<file path="src/rtl/memory_arbiter.sv">
`default_nettype none
// ============================================================================
// Module   : memory_arbiter
// Purpose  : Three-port arbiter and command sequencer for the single-port
//            ternary RAM. Port 0 = program loader, port 1 = CPU core,
//            port 2 = debug/monitor. Grants at most one command per cycle,
//            registers it onto the RAM and routes read data back to the
//            issuing port in issue order.
// Ports    : clock, reset           - clock / synchronous active-high reset
//            loader_priority        - port 0 wins over round-robin
//            req/we/lock [2:0]      - per-port request, write, burst hold
//            addr/wdata             - packed per-port address / write data
//            gnt [2:0]              - one-hot combinational grant
//            rvalid [2:0], rdata    - registered read return
//            mem_*                  - registered RAM command, RAM read data
// Revision : 1.0 - initial release
// ============================================================================
module memory_arbiter #(
  parameter int WORD_SIZE     = 9,
  parameter int MEM_ADDR_SIZE = 9,
  parameter int READ_LATENCY  = 1,
  parameter int MAX_BURST     = 4
) (
  input  logic                         clock,
  input  logic                         reset,
  input  logic                         loader_priority,
  input  logic [2:0]                   req,
  input  logic [2:0]                   we,
  input  logic [2:0]                   lock,
  input  logic [3*2*MEM_ADDR_SIZE-1:0] addr,
  input  logic [3*2*WORD_SIZE-1:0]     wdata,
  output logic [2:0]                   gnt,
  output logic [2:0]                   rvalid,
  output logic [2*WORD_SIZE-1:0]       rdata,
  output logic                         mem_write_enable,
  output logic                         mem_read_enable,
  output logic [2*MEM_ADDR_SIZE-1:0]   mem_address,
  output logic [2*WORD_SIZE-1:0]       mem_write_data,
  input  logic [2*WORD_SIZE-1:0]       mem_read_data
);

  localparam int         AW      = 2*MEM_ADDR_SIZE;
  localparam int         DW      = 2*WORD_SIZE;
  localparam logic [3:0] MAX_B   = 4'(MAX_BURST);

  logic [1:0] rr;            // last granted port
  logic [1:0] owner;         // port holding (or last holding) the burst
  logic [3:0] bcnt;          // consecutive grants to owner
  logic       granted_last;  // a grant was accepted in the previous cycle

  // Read tag pipeline; rvalid is the final stage held in one-hot form.
  logic       tag_v  [READ_LATENCY];
  logic [1:0] tag_id [READ_LATENCY];

  logic          gnt_any;
  logic [1:0]    gnt_idx;
  logic [1:0]    rr_c1, rr_c2;
  logic [AW-1:0] sel_addr;
  logic [DW-1:0] sel_wdata;

  function automatic logic [1:0] next_port(input logic [1:0] p);
    return (p == 2'd2) ? 2'd0 : p + 2'd1;
  endfunction

  // Grant selection: lock hold, then loader priority, then round-robin.
  always_comb begin
    gnt_any = 1'b0;
    gnt_idx = 2'd0;
    rr_c1   = next_port(rr);
    rr_c2   = next_port(rr_c1);
    if (!reset) begin
      if (req[owner] && lock[owner] && (bcnt < MAX_B)) begin
        gnt_any = 1'b1;
        gnt_idx = owner;
      end else if (loader_priority && req[0]) begin
        gnt_any = 1'b1;
        gnt_idx = 2'd0;
      end else if (req[rr_c1]) begin
        gnt_any = 1'b1;
        gnt_idx = rr_c1;
      end else if (req[rr_c2]) begin
        gnt_any = 1'b1;
        gnt_idx = rr_c2;
      end else if (req[rr]) begin
        gnt_any = 1'b1;
        gnt_idx = rr;
      end
    end
  end

  assign gnt = gnt_any ? (3'b001 << gnt_idx) : 3'b000;

  always_comb begin
    sel_addr  = addr[AW-1:0];
    sel_wdata = wdata[DW-1:0];
    case (gnt_idx)
      2'd1: begin
        sel_addr  = addr[2*AW-1:AW];
        sel_wdata = wdata[2*DW-1:DW];
      end
      2'd2: begin
        sel_addr  = addr[3*AW-1:2*AW];
        sel_wdata = wdata[3*DW-1:2*DW];
      end
      default: ;
    endcase
  end

  always_ff @(posedge clock) begin
    if (reset) begin
      rr               <= 2'd2;
      owner            <= 2'd0;
      bcnt             <= 4'd0;
      granted_last     <= 1'b0;
      mem_write_enable <= 1'b0;
      mem_read_enable  <= 1'b0;
      mem_address      <= '0;
      mem_write_data   <= '0;
      rvalid           <= 3'b000;
      rdata            <= '0;
      for (int i = 0; i < READ_LATENCY; i++) begin
        tag_v[i]  <= 1'b0;
        tag_id[i] <= 2'd0;
      end
    end else begin
      granted_last     <= gnt_any;
      mem_write_enable <= gnt_any & we[gnt_idx];
      mem_read_enable  <= gnt_any & ~we[gnt_idx];
      if (gnt_any) begin
        rr             <= gnt_idx;
        owner          <= gnt_idx;
        mem_address    <= sel_addr;
        mem_write_data <= sel_wdata;
        // Count only back-to-back grants to the same port; saturate so a
        // long-running sole requester cannot wrap back into lock hold.
        if (granted_last && (gnt_idx == owner))
          bcnt <= (bcnt == 4'hF) ? bcnt : bcnt + 4'd1;
        else
          bcnt <= 4'd1;
      end

      tag_v[0]  <= gnt_any & ~we[gnt_idx];
      tag_id[0] <= gnt_idx;
      for (int i = 1; i < READ_LATENCY; i++) begin
        tag_v[i]  <= tag_v[i-1];
        tag_id[i] <= tag_id[i-1];
      end

      // RAM data is sampled on the READ_LATENCY-th edge after the enable
      // edge, aligned with the tag leaving the last pipeline stage.
      rvalid <= tag_v[READ_LATENCY-1] ? (3'b001 << tag_id[READ_LATENCY-1]) : 3'b000;
      if (tag_v[READ_LATENCY-1])
        rdata <= mem_read_data;
    end
  end

endmodule
`default_nettype wire

</file>
<file path="config.mk">
export PLATFORM = sky130hd
export DESIGN_NAME = memory_arbiter
export DESIGN_NICKNAME = d
export VERILOG_FILES = /design/src/rtl/memory_arbiter.sv
export SDC_FILE = /design/constraint.sdc
export NUM_CORES = 1
export LEC_CHECK = 0
export CAP_MARGIN = 20
export CORE_MARGIN = 1.5
export CORE_UTILIZATION = 39
export CTS_BUF_LIST = sky130_fd_sc_hd__clkbuf_4 sky130_fd_sc_hd__clkbuf_8
export DETAILED_ROUTE_END_ITERATION = 6
export PLACE_DENSITY = 0.92
export SLEW_MARGIN = 20
export SYNTH_ARGS = -nofsm -noshare
export SYNTH_HDL_FRONTEND = slang
export SYNTH_SLANG_ARGS = --single-unit
</file>
<file path="constraint.sdc">
create_clock -name clock -period 4.7 [get_ports clock]
set_clock_uncertainty 0.1 [all_clocks]
set_input_delay 0.94 -clock clock [delete_from_list [all_inputs] [get_ports clock]]
set_output_delay 0.94 -clock clock [all_outputs]
set_load 0.02 [all_outputs]
</file>
==> key figures, run 1 <==
Outcome
  – Run status: finished clean

CTS
  – Buffer levels on the longest clock path: 2
  – Clock tree root driver cell: clkbuf_8
  – Number of buffers inserted for hold repair after clock tree synthesis: 0
  – Number of clock sinks seen by CTS: 69
  – Worst-skew pair later-pin latency: between 0.3 and 0.4 ns
  – CTS tree: done
  – Clk slew on worst S/H paths: approximately 0.08 ns
  – Number of buffers created by CTS: 9
  – Maximum level of the CTS H-tree: 3

Floorplan
  – Die extent in x: ~96 µm
  – Effective utilization at floorplan: 40.72%
  – Floorplan die area: between 9000 and 10000 µm²
  – Chip Height: 96.09 µm
  – Std cell rows: 33
  – Number of ports placed on the die boundary: 200
  – Core Footprint: 8299 µm²

Layout
  – Count of inserted antenna diode cells: 0
  – Area growth from synthesis to final layout: 66.27%
  – Share of cells above drive strength 1: 6.723%
  – Total number of nets in the final design: 732

Min path
  – Number of cells on the worst hold path: 1
  – Worst Min Path Start: tag_id[0][0]
  – Worst hold path endpoint: rvalid[0]
  – Path category of the worst min-delay check: reg -> reg

Pwr
  – Internal portion of total power: 1143 µW
  – Switching part of the total: 29.95%
  – Pwr per Cell Area: just under 300 nW/µm²
  – Worst voltage drop across the vdd grid: 0.1588 mV
  – Net switching component of the power: 488.7 µW
  – Proportion of power drawn by combinational gates: 28.8%
  – Share of power burned in the clock network: 30.7%
  – Portion of total power attributed to sequential cells: 40.5%
  – P_leak: 0.002019 µW
  – Overall power: 1632 µW

Yosys
  – Gate count after technology mapping: around 400
  – Synth top area cells: dfxtp_1 (41%), nand2_1 (9.1%), o211ai_1 (8.2%)
  – Sequential-to-total area share from yosys stat: 40.87%
  – Flops & latches, synth: 69
  – Synth warn: 0
  – Synthesized area divided by synthesized cell count: 8.303 µm²
  – Dominant synthesized flop cell: dfxtp_1
  – Distinct cells, synth: 48
  – Top cell type's share of synthesized area: between 40% and 50%
  – Net count after synthesis: ~550
  – Synth Cell Area: 3379 µm²
  – Most used standard cell by instance count after synthesis: nand2_1
  – EDFF count, synth: 0
  – Cell type with the highest aggregate area in the netlist: dfxtp_1
  – Top cells by instance count after synthesis: nand2_1 (82), dfxtp_1 (69), a21oi_1 (41), o211ai_1 (37), a22oi_1 (36)
  – Share of flip-flops with an asynchronous set or reset after synthesis: 0%

Placed design
  – HPWL Detailed: a little over 8000 µm
  – Routability congestion estimate from global placement: about 0.86
  – Total of buffers placed on input and output ports: 199

Drt
  – Drt via density: 5.290
  – Detailed-route DRC error count: 0
  – Vias after detailed routing: 3703
  – First-pass detailed-route iteration total: 4
  – Antenna-violating nets left: 0
  – Wire length per cell: 15.52 µm
  – Iter 0 DRT Violations: 129
  – Routed WL: 10870 µm

Critical path
  – Peak per-stage delay on the critical path: 0.57 ns
  – Combined buffer and inverter count along the critical path: 2
  – Startpoint class of the critical path: input port
  – Number of cell instances on the worst register-to-register path: 10
  – Top Family by Delay on Critical Path: buffers and inverters
  – Worst Path Arrival: 3.46 ns
  – Required time at the endpoint of the critical path: around 3.7 ns
  – Cell at the slowest stage of the critical path: clkdlybuf4s50_1
  – R2R setup slack: 1.53 ns
  – Reg-to-Reg Start: rr[0]
  – Element type at the critical path end: output pin
  – Reg-to-Reg End: mem_write_data[3]
  – List of cells traversed by the critical path: clkdlybuf4s50_1 -> and3b_1 -> o21ai_0 -> or2_2 -> mux2_4 -> ha_1 -> and3_1 -> clkdlybuf4s50_1
  – Largest fanout on the critical path: 7
  – Most used cell, CP: clkdlybuf4s50_1
  – Class of the most critical setup path: in -> out

Timing
  – RSZ-0062 raised after global routing: no
  – Measured slew at the worst slew-check pin: 0.7346 ns
  – Share of the clock period used by the worst path after layout: 95.70%
  – Final min period: 4.498 ns
  – Worst relative slew slack: between 50% and 60%
  – Pins Over Slew Limit: 0
  – Maximum clock frequency: 222.3 MHz
  – Total Neg Setup Slack: 0 ns
  – Setup Viol. Count Final: 0
  – Hold violation total from the final report: 0

Global route
  – Total grt overflow: 0
  – Via count of the first global-routing pass: 3567
  – First-pass GRT wire length: 16510 µm
  – Maximum number of pins on one net before global-route repair: 72
  – Number of antenna violations at the first check in global routing: 0
  – GRT Overall Usage: between 20% and 30%

Flow run
  – Max-cap check violation count: 0
[power by group through the flow]
stage	Clock [µW]	Combinational, µW	Sequential [µW]
after floorplan	0	171	725
after global placement	0	458	671
after detailed placement	0	468	675
after CTS	512	471	661
after global routing	539	504	667
final	501	469	661
[final cells by class]
class                      instances  area, µm²
clock buffer                       9      123.9
clock inverter                     7      80.08
fill                             666       2680
inverter                           7      26.28
multi-input combinational        294       1799
sequential                        69       1381
tap                              105      131.4
timing repair buffer             209       2077
[state kept, by name, indices dropped and copies added (netlist names), 2 cells and up]
| name | count |
|---|---|
| tag_id | 2 |
| mem_write_data | 18 |
| rdata | 18 |
| rr | 2 |
| mem_address | 18 |
| rvalid | 3 |
| bcnt | 4 |
[worst max-delay path by stage]
stage            start  endpoint  slack (ns)  cells past startpoint
2_1_floorplan  lock[2]    gnt[1]        0.65                      9
3_3_place_gp    req[2]    gnt[1]        0.13                      9
3_5_place_dp    req[2]    gnt[1]        0.02                      9
4_1_cts         req[2]    gnt[1]         0.1                      9
5_1_grt         req[1]    gnt[2]        0.08                      8
6_report        req[1]    gnt[2]        0.20                      8
[through the flow]
stage | setup WS [ns] | std cells | hold WS [ns] | util [%] | instance area [µm²]
2_1_floorplan | 0.6521 | 407 | 0.3140 | - | 3379
3_3_place_gp | 0.1336 | 684 | 0.3277 | 65.07 | 5400
3_5_place_dp | 0.01545 | 684 | 0.3333 | 65.07 | 5400
4_1_cts | 0.09709 | 700 | 0.3444 | 67.60 | 5610
5_1_grt | 0.08431 | 700 | 0.3577 | 67.71 | 5619
6_report | 0.2019 | 700 | 0.3446 | 67.71 | 5619
[what timing repair did]
action,4_1_cts,5_1_grt
resized for setup,1,2
setup buffers,0,0
endpoints found under the setup margin,1,3
pin swaps,0,0
[kinds of logic after synthesis]
logic type,Yosys count,share of synthesized area (%)
multiplexers,23,6.997
AND/OR/NAND/NOR,132,17.40
XOR/XNOR,1,0.2592
buffers and inverters,44,6.479
adder cells (fa/ha/maj),4,1.481
flip-flops,69,40.87
AO/OA/AOI/OAI,134,26.51
[per-layer routing]
metal	part of all wire (%)	vias to the layer above	global-route usage [%]
met5	0	-	0
met4	1.2	0	6.863
li1	-	1830	-
met2	49	152	40.14
met1	40	1708	26.51
met3	9.5	13	7.899
[cell usage in the layout, fill, tap and decap left out, types with 2 or more instances in the layout]
cell	Yosys	final
clkdlybuf4s50_1	0	197
nand2_1	82	82
dfxtp_1	69	69
a21oi_1	41	41
o211ai_1	37	37
a22oi_1	36	36
mux2i_1	21	21
nor2_1	20	20
clkbuf_8	2	9
buf_4	1	9
o21ai_0	7	7
inv_1	6	6
nor3_1	7	6
inv_6	0	4
and3_1	3	3
ha_1	4	3
nor2b_1	2	2
and2_1	2	2
nand4_1	2	2
o21a_1	2	2
nor4_2	1	2
a21boi_0	2	2
nor4bb_1	2	2
clkinvlp_4	0	2
(Power assumes the default switching activity.)
==> inputs of run 2 (changes only) <==
--- a/config.mk
+++ b/config.mk
@@ -10,7 +10,7 @@
 export CORE_UTILIZATION = 39
 export CTS_BUF_LIST = sky130_fd_sc_hd__clkbuf_4 sky130_fd_sc_hd__clkbuf_8
 export DETAILED_ROUTE_END_ITERATION = 6
-export PLACE_DENSITY = 0.92
+export PLACE_DENSITY = 0.83
 export SLEW_MARGIN = 20
 export SYNTH_ARGS = -nofsm -noshare
 export SYNTH_HDL_FRONTEND = slang
==> run 2 against run 1 <==
  * Sequential power about the same
  * Fmax down 1.3%
  * Register-to-register slack better by 0.04 ns
  * Wire length down 1.4%
  * Sequential share of layout area down 0.24 points
  * Count of clock-buffer cells in the layout unchanged
  * Global-route usage down 0.21 points
  * Largest cell class unchanged
==> key figures, run 2 (synthesis gave the netlist of run 1 again) <==
Timing
  – Total Neg Setup Slack: 0 ns (unchanged)
  – Final min period: 4.556 ns (was 4.498 ns)
  – Setup Viol. Count Final: 0 (unchanged)
  – RSZ-0062 raised after global routing: no (unchanged)
  – Maximum clock frequency: 219.5 MHz (was 222.3 MHz)
  – Measured slew at the worst slew-check pin: 0.7531 ns (was 0.7346 ns)
  – Hold violation total from the final report: 0 (unchanged)
  – Worst relative slew slack: 49.79% (was 51.03%)
  – Final worst setup slack: 0.1440 ns (was 0.2019 ns)
  – Share of the clock period used by the worst path after layout: 96.94% (was 95.70%)
  – Hold slack: 0.3536 ns (was 0.3446 ns)
  – Pins Over Slew Limit: 0 (unchanged)

CTS
  – Worst-skew pair later-pin latency: 0.33 ns (about the same)
  – Maximum level of the CTS H-tree: 3 (unchanged)
  – CTS tree: done (unchanged)
  – Number of buffers inserted for hold repair after clock tree synthesis: 0 (unchanged)
  – Clk slew on worst S/H paths: 0.09 ns (was 0.08 ns)
  – Number of clock sinks seen by CTS: 69 (unchanged)
  – Buffer levels on the longest clock path: 2 (unchanged)
  – Clock tree root driver cell: clkbuf_8 (unchanged)
  – Number of buffers created by CTS: 9 (unchanged)

Layout
  – Total number of nets in the final design: 733 (was 732)
  – Fillers: 642 (was 666)
  – Area growth from synthesis to final layout: 67.90% (was 66.27%)
  – Most common cell after layout, fill and taps aside: clkdlybuf4s50_1 (unchanged)
  – Count of inserted antenna diode cells: 0 (unchanged)
  – Final standard cell utilization of the core: 68.37% (was 67.71%)
  – Largest registers ranked by flip-flop count: mem_address: 18 flops, mem_write_data: 18 flops, rdata: 18 flops (unchanged)
  – Share of cells above drive strength 1: 6.879% (was 6.723%)
  – Commonest cells after routing, fill and taps aside: clkdlybuf4s50_1 (197), nand2_1 (82), dfxtp_1 (69) (unchanged)
  – Non-filler instance count after layout: 701 (was 700)

Global route
  – Number of antenna violations at the first check in global routing: 0 (unchanged)
  – Via count of the first global-routing pass: 3536 (was 3567)
  – GRT Overall Usage: 22.84% (was 23.05%)
  – Total grt overflow: 0 (unchanged)
  – Maximum number of pins on one net before global-route repair: 72 (unchanged)
  – First-pass GRT wire length: 16300 µm (was 16510 µm)

Pwr
  – Pwr per Cell Area: 306.8 nW/µm² (was 290.4 nW/µm²)
  – Worst voltage drop across the vdd grid: 0.2227 mV (was 0.1588 mV)
  – P_leak: 0.002054 µW (was 0.002019 µW)

Placed design
  – Placed Cells incl. Taps: 685 (was 684)
  – Setup WS pre-CTS: 0.07774 ns (was 0.01545 ns)
  – HPWL Detailed: 7856 µm (was 8098 µm)
  – Total of buffers placed on input and output ports: 199 (unchanged)
  – Routability congestion estimate from global placement: 0.8261 (was 0.8590)

Critical path
  – Number of cell instances on the worst register-to-register path: 10 (unchanged)
  – Combined buffer and inverter count along the critical path: 2 (unchanged)
  – Top Family by Delay on Critical Path: buffers and inverters (unchanged)
  – Worst Path Arrival: 3.52 ns (was 3.46 ns)
  – Largest fanout on the critical path: 7 (unchanged)
  – Startpoint class of the critical path: input port (unchanged)
  – R2R setup slack: 1.57 ns (was 1.53 ns)
  – Reg-to-Reg End: mem_address[17] (was mem_write_data[3])
  – Reg-to-Reg Start: rr[0] (unchanged)
  – Class of the most critical setup path: in -> out (unchanged)
  – Most used cell, CP: clkdlybuf4s50_1 (unchanged)
  – Peak per-stage delay on the critical path: 0.57 ns (about the same)
  – Element type at the critical path end: output pin (unchanged)
  – List of cells traversed by the critical path: clkdlybuf4s50_1 -> and3b_1 -> o21ai_0 -> or2_2 -> mux2_4 -> ha_1 -> and3_1 -> clkdlybuf4s50_1 (unchanged)
  – Required time at the endpoint of the critical path: 3.66 ns (about the same)
  – Cell at the slowest stage of the critical path: clkdlybuf4s50_1 (unchanged)

Outcome
  – Run status: finished clean (unchanged)

Drt
  – Iter 0 DRT Violations: 147 (was 129)
  – Drt via density: 5.225 (was 5.290)
  – Antenna-violating nets left: 0 (unchanged)
  – Wire length per cell: 15.29 µm (was 15.52 µm)
  – Routed WL: 10720 µm (was 10870 µm)
  – First-pass detailed-route iteration total: 4 (unchanged)
  – Detailed-route DRC error count: 0 (unchanged)
  – Vias after detailed routing: 3663 (was 3703)

Floorplan
  – Floorplan die area: 9232 µm² (unchanged)
  – Std cell rows: 33 (unchanged)
  – Die extent in x: 96.09 µm (unchanged)
  – Number of ports placed on the die boundary: 200 (unchanged)
  – Chip Height: 96.09 µm (unchanged)
  – Effective utilization at floorplan: 40.72% (unchanged)
  – Core Footprint: 8299 µm² (unchanged)

Min path
  – Number of cells on the worst hold path: 2 (was 1)
  – Worst hold path endpoint: mem_address[0] (was rvalid[0])
  – Worst Min Path Start: mem_address[0] (was tag_id[0][0])
  – Path category of the worst min-delay check: reg -> reg (unchanged)

Flow run
  – Max-cap check violation count: 0 (unchanged)
## run 2: cell types whose count changed in the layout (fill, tap and decap cells not counted), sizes merged
cell | previous run | this run
clkinv | 0 | 1
inv | 11 | 10
bufinv | 1 | 3
clkinvlp | 2 | 0
buf | 11 | 12
## run 2: stage by stage
stage          power [µW]  cell area (µm²)
6_report             1741             5674
3_3_place_gp         1132             5408
2_1_floorplan       895.9             3379
5_1_grt              1827             5674
4_1_cts              1759             5662
3_5_place_dp         1142             5408
## run 2: how the worst max path moves through the flow
stage                 start  endpoint  slack (ns)  depth (start not counted)
global placement     req[2]    gnt[1]        0.17                          9
floorplan           lock[2]    gnt[1]        0.65                          9
CTS                  req[2]    gnt[1]        0.04                          9
finish               req[1]    gnt[2]        0.14                          8
detailed placement   req[2]    gnt[1]        0.08                          9
global route         req[1]    gnt[2]        0.05                          8
## run 2: per-layer routing
layer  global-route usage (%)  part of all wire [%]  up-vias
li1                         -                     -     1829
met1                    26.30                    40     1645
met2                    38.91                    49      167
met3                    6.714                   9.2       22
met4                    10.29                   2.3        0
met5                        0                     0        -
## run 2: layout make-up
type / count / area, µm² / area share (%)
inverter: 7 / 26.28 / 0.4631
clock buffer: 9 / 123.9 / 2.183
timing repair buffer: 210 / 2085 / 36.74
clock inverter: 7 / 130.1 / 2.293
sequential: 69 / 1381 / 24.34
multi-input combinational: 294 / 1797 / 31.66
tap: 105 / 131.4 / 2.315
## run 2: tightest hold or removal path, delay by kind of cell, from the launching register on
| kind | cells | cell delay [ns] |
|---|---|---|
| compound gates | 1 | 0.05 |
| simple gates | 1 | 0.05 |
| flops | 1 | 0.32 |
## run 2: power breakdown
part | switching [µW] | internal [µW] | total, µW
clock | 248 | 363 | 611
sequential | 26.7 | 634 | 661
combinational | 211 | 257 | 469
total | 487 | 1250 | 1740
## run 2: timing repair
action	in CTS	in global routing
setup buffers	0	0
gates resized for setup	0	4
endpoints found under the setup margin	0	3
==> inputs of run 3 (changes only) <==
--- a/config.mk
+++ b/config.mk
@@ -10,7 +10,7 @@
 export CORE_UTILIZATION = 39
 export CTS_BUF_LIST = sky130_fd_sc_hd__clkbuf_4 sky130_fd_sc_hd__clkbuf_8
 export DETAILED_ROUTE_END_ITERATION = 6
-export PLACE_DENSITY = 0.83
+export PLACE_DENSITY = 0.9
 export SLEW_MARGIN = 20
 export SYNTH_ARGS = -nofsm -noshare
 export SYNTH_HDL_FRONTEND = slang
==> run 3 against run 2 <==
  * Critical path depth unchanged
  * First-iteration DRC count decreased by 6.1%
  * Non-clock buffer count unchanged
  * Combinational power about the same
  * Cell count unchanged
  * Flip-flop and latch count unchanged
  * Sequential share of layout area increased by 0.18 points
  * Critical path type unchanged
  * Largest cell class unchanged
  * Highest routed layer unchanged
==> key figures, run 3 (synthesis gave the netlist of run 1 again) <==
Placed design
  – Setup WS pre-CTS: 0.05812 ns (was 0.07774 ns)
  – Placement Cell Area: 5395 µm² (was 5408 µm²)
  – Routability congestion estimate from global placement: 0.8977 (was 0.8261)
  – Total of buffers placed on input and output ports: 199 (unchanged)
  – HPWL Detailed: 7954 µm (was 7856 µm)
  – Placed Cells incl. Taps: 685 (unchanged)

Layout
  – Commonest cells after routing, fill and taps aside: clkdlybuf4s50_1 (197), nand2_1 (82), dfxtp_1 (69) (unchanged)
  – Non-filler instance count after layout: 701 (unchanged)
  – Count of inserted antenna diode cells: 0 (unchanged)
  – Largest registers ranked by flip-flop count: mem_address: 18 flops, mem_write_data: 18 flops, rdata: 18 flops (unchanged)
  – Final cell area excluding filler cells: 5633 µm² (was 5674 µm²)
  – Most common cell after layout, fill and taps aside: clkdlybuf4s50_1 (unchanged)
  – Share of cells above drive strength 1: 6.711% (was 6.879%)
  – Area growth from synthesis to final layout: 66.68% (was 67.90%)
  – Total number of nets in the final design: 733 (unchanged)

Critical path
  – Cell at the slowest stage of the critical path: clkdlybuf4s50_1 (unchanged)
  – Top Family by Delay on Critical Path: buffers and inverters (unchanged)
  – Most used cell, CP: clkdlybuf4s50_1 (unchanged)
  – Startpoint class of the critical path: input port (unchanged)
  – Reg-to-Reg End: mem_write_data[4] (was mem_address[17])
  – Largest fanout on the critical path: 7 (unchanged)
  – R2R setup slack: 1.71 ns (was 1.57 ns)
  – Instance count on the critical path: 8 (unchanged)
  – Class of the most critical setup path: in -> out (unchanged)
  – Element type at the critical path end: output pin (unchanged)
  – Peak per-stage delay on the critical path: 0.59 ns (was 0.57 ns)
  – Crit path to: gnt[2] (unchanged)
  – Origin of the worst setup path: req[1] (unchanged)
  – Required time at the endpoint of the critical path: 3.66 ns (about the same)
  – Number of cell instances on the worst register-to-register path: 10 (unchanged)
  – List of cells traversed by the critical path: clkdlybuf4s50_1 -> and3b_1 -> o21ai_0 -> or2_2 -> mux2_4 -> ha_1 -> and3_1 -> clkdlybuf4s50_1 (unchanged)
  – Reg-to-Reg Start: rr[0] (unchanged)
  – Combined buffer and inverter count along the critical path: 2 (unchanged)
  – Worst Path Arrival: 3.52 ns (about the same)

CTS
  – CTS tree: done (unchanged)
  – Clock tree root driver cell: clkbuf_8 (unchanged)
  – Post-CTS setup-driven buffer insertion count: 0 (unchanged)
  – Maximum level of the CTS H-tree: 3 (unchanged)
  – Worst-skew pair later-pin latency: 0.34 ns (was 0.33 ns)
  – Buffer levels on the longest clock path: 2 (unchanged)
  – Clk slew on worst S/H paths: 0.08 ns (was 0.09 ns)
  – Number of clock sinks seen by CTS: 69 (unchanged)
  – Number of resized instances in the post-cts repair step: 0 (unchanged)
  – Number of buffers inserted for hold repair after clock tree synthesis: 0 (unchanged)
  – Number of buffers created by CTS: 9 (unchanged)

Floorplan
  – Effective utilization at floorplan: 40.72% (unchanged)
  – Number of ports placed on the die boundary: 200 (unchanged)
  – Die extent in x: 96.09 µm (unchanged)
  – Core Footprint: 8299 µm² (unchanged)
  – Chip Height: 96.09 µm (unchanged)
  – Std cell rows: 33 (unchanged)
  – Floorplan die area: 9232 µm² (unchanged)

Pwr
  – Pwr per Cell Area: 298.4 nW/µm² (was 306.8 nW/µm²)
  – Worst voltage drop across the vdd grid: 0.1570 mV (was 0.2227 mV)
  – Overall power: 1681 µW (was 1741 µW)
  – P_leak: 0.002036 µW (was 0.002054 µW)

Global route
  – First-pass GRT wire length: 16400 µm (was 16300 µm)
  – Number of antenna violations at the first check in global routing: 0 (unchanged)
  – Maximum number of pins on one net before global-route repair: 72 (unchanged)
  – GRT Overall Usage: 23.17% (was 22.84%)
  – Via count of the first global-routing pass: 3554 (was 3536)
  – Total grt overflow: 0 (unchanged)

Drt
  – Vias after detailed routing: 3717 (was 3663)
  – Routed WL: 10740 µm (was 10720 µm)
  – First-pass detailed-route iteration total: 4 (unchanged)
  – Wire length per cell: 15.32 µm (was 15.29 µm)
  – Detailed-route DRC error count: 0 (unchanged)
  – Iter 0 DRT Violations: 138 (was 147)
  – Antenna-violating nets left: 0 (unchanged)
  – Drt via density: 5.302 (was 5.225)

Timing
  – Share of the clock period used by the worst path after layout: 97.04% (was 96.94%)
  – Worst relative slew slack: 50.31% (was 49.79%)
  – Maximum clock frequency: 219.3 MHz (was 219.5 MHz)
  – Final worst setup slack: 0.1393 ns (was 0.1440 ns)
  – Total Neg Setup Slack: 0 ns (unchanged)
  – Measured slew at the worst slew-check pin: 0.7454 ns (was 0.7531 ns)
  – Hold violation total from the final report: 0 (unchanged)
  – Final min period: 4.561 ns (was 4.556 ns)
  – RSZ-0062 raised after global routing: no (unchanged)
  – Pins Over Slew Limit: 0 (unchanged)
  – Setup Viol. Count Final: 0 (unchanged)

Min path
  – Path category of the worst min-delay check: reg -> reg (unchanged)

Outcome
  – Run status: finished clean (unchanged)

Flow run
  – Max-cap check violation count: 0 (unchanged)
run 3: cell type report:
type                       count  area (µm²)
fill                         657        2666
timing repair buffer         210        2072
multi-input combinational    294        1793
sequential                    69        1381
tap                          105       131.4
clock buffer                   9       123.9
clock inverter                 7       105.1
inverter                       7       26.28
run 3: worst min path at each step:
stage	startpoint	end	slack [ns]	cells past startpoint
floorplan	tag_id[0][0]	rvalid[0]	0.31	1
global placement	tag_id[0][1]	rvalid[1]	0.33	1
detailed placement	tag_id[0][0]	rvalid[0]	0.33	1
CTS	tag_id[0][0]	rvalid[0]	0.35	1
global route	mem_write_data[9]	mem_write_data[9]	0.37	2
finish	tag_id[0][0]	rvalid[0]	0.35	1
run 3: where the power goes:
part | switching, µW | total (µW) | internal (µW)
registers | 26.8 | 661 | 634
clock network | 245 | 552 | 307
logic | 213 | 468 | 255
run 3: routing by layer:
layer | vias up | GRT usage (%) | wire (µm) | share of wire (%)
met2 | 153 | 38.32 | 5086 | 47
met5 | - | 0 | 0 | 0
met1 | 1709 | 26.89 | 4420 | 41
met3 | 22 | 9.479 | 1013 | 9.4
met4 | 0 | 8.211 | 220 | 2.0
li1 | 1833 | - | - | -
run 3: per-stage QoR:
stage	hold slack [ns]	utilization, %
5_1_grt	0.3704	67.87
4_1_cts	0.3504	67.77
2_1_floorplan	0.3140	-
3_3_place_gp	0.3284	65.01
3_5_place_dp	0.3337	65.01
6_report	0.3508	67.87
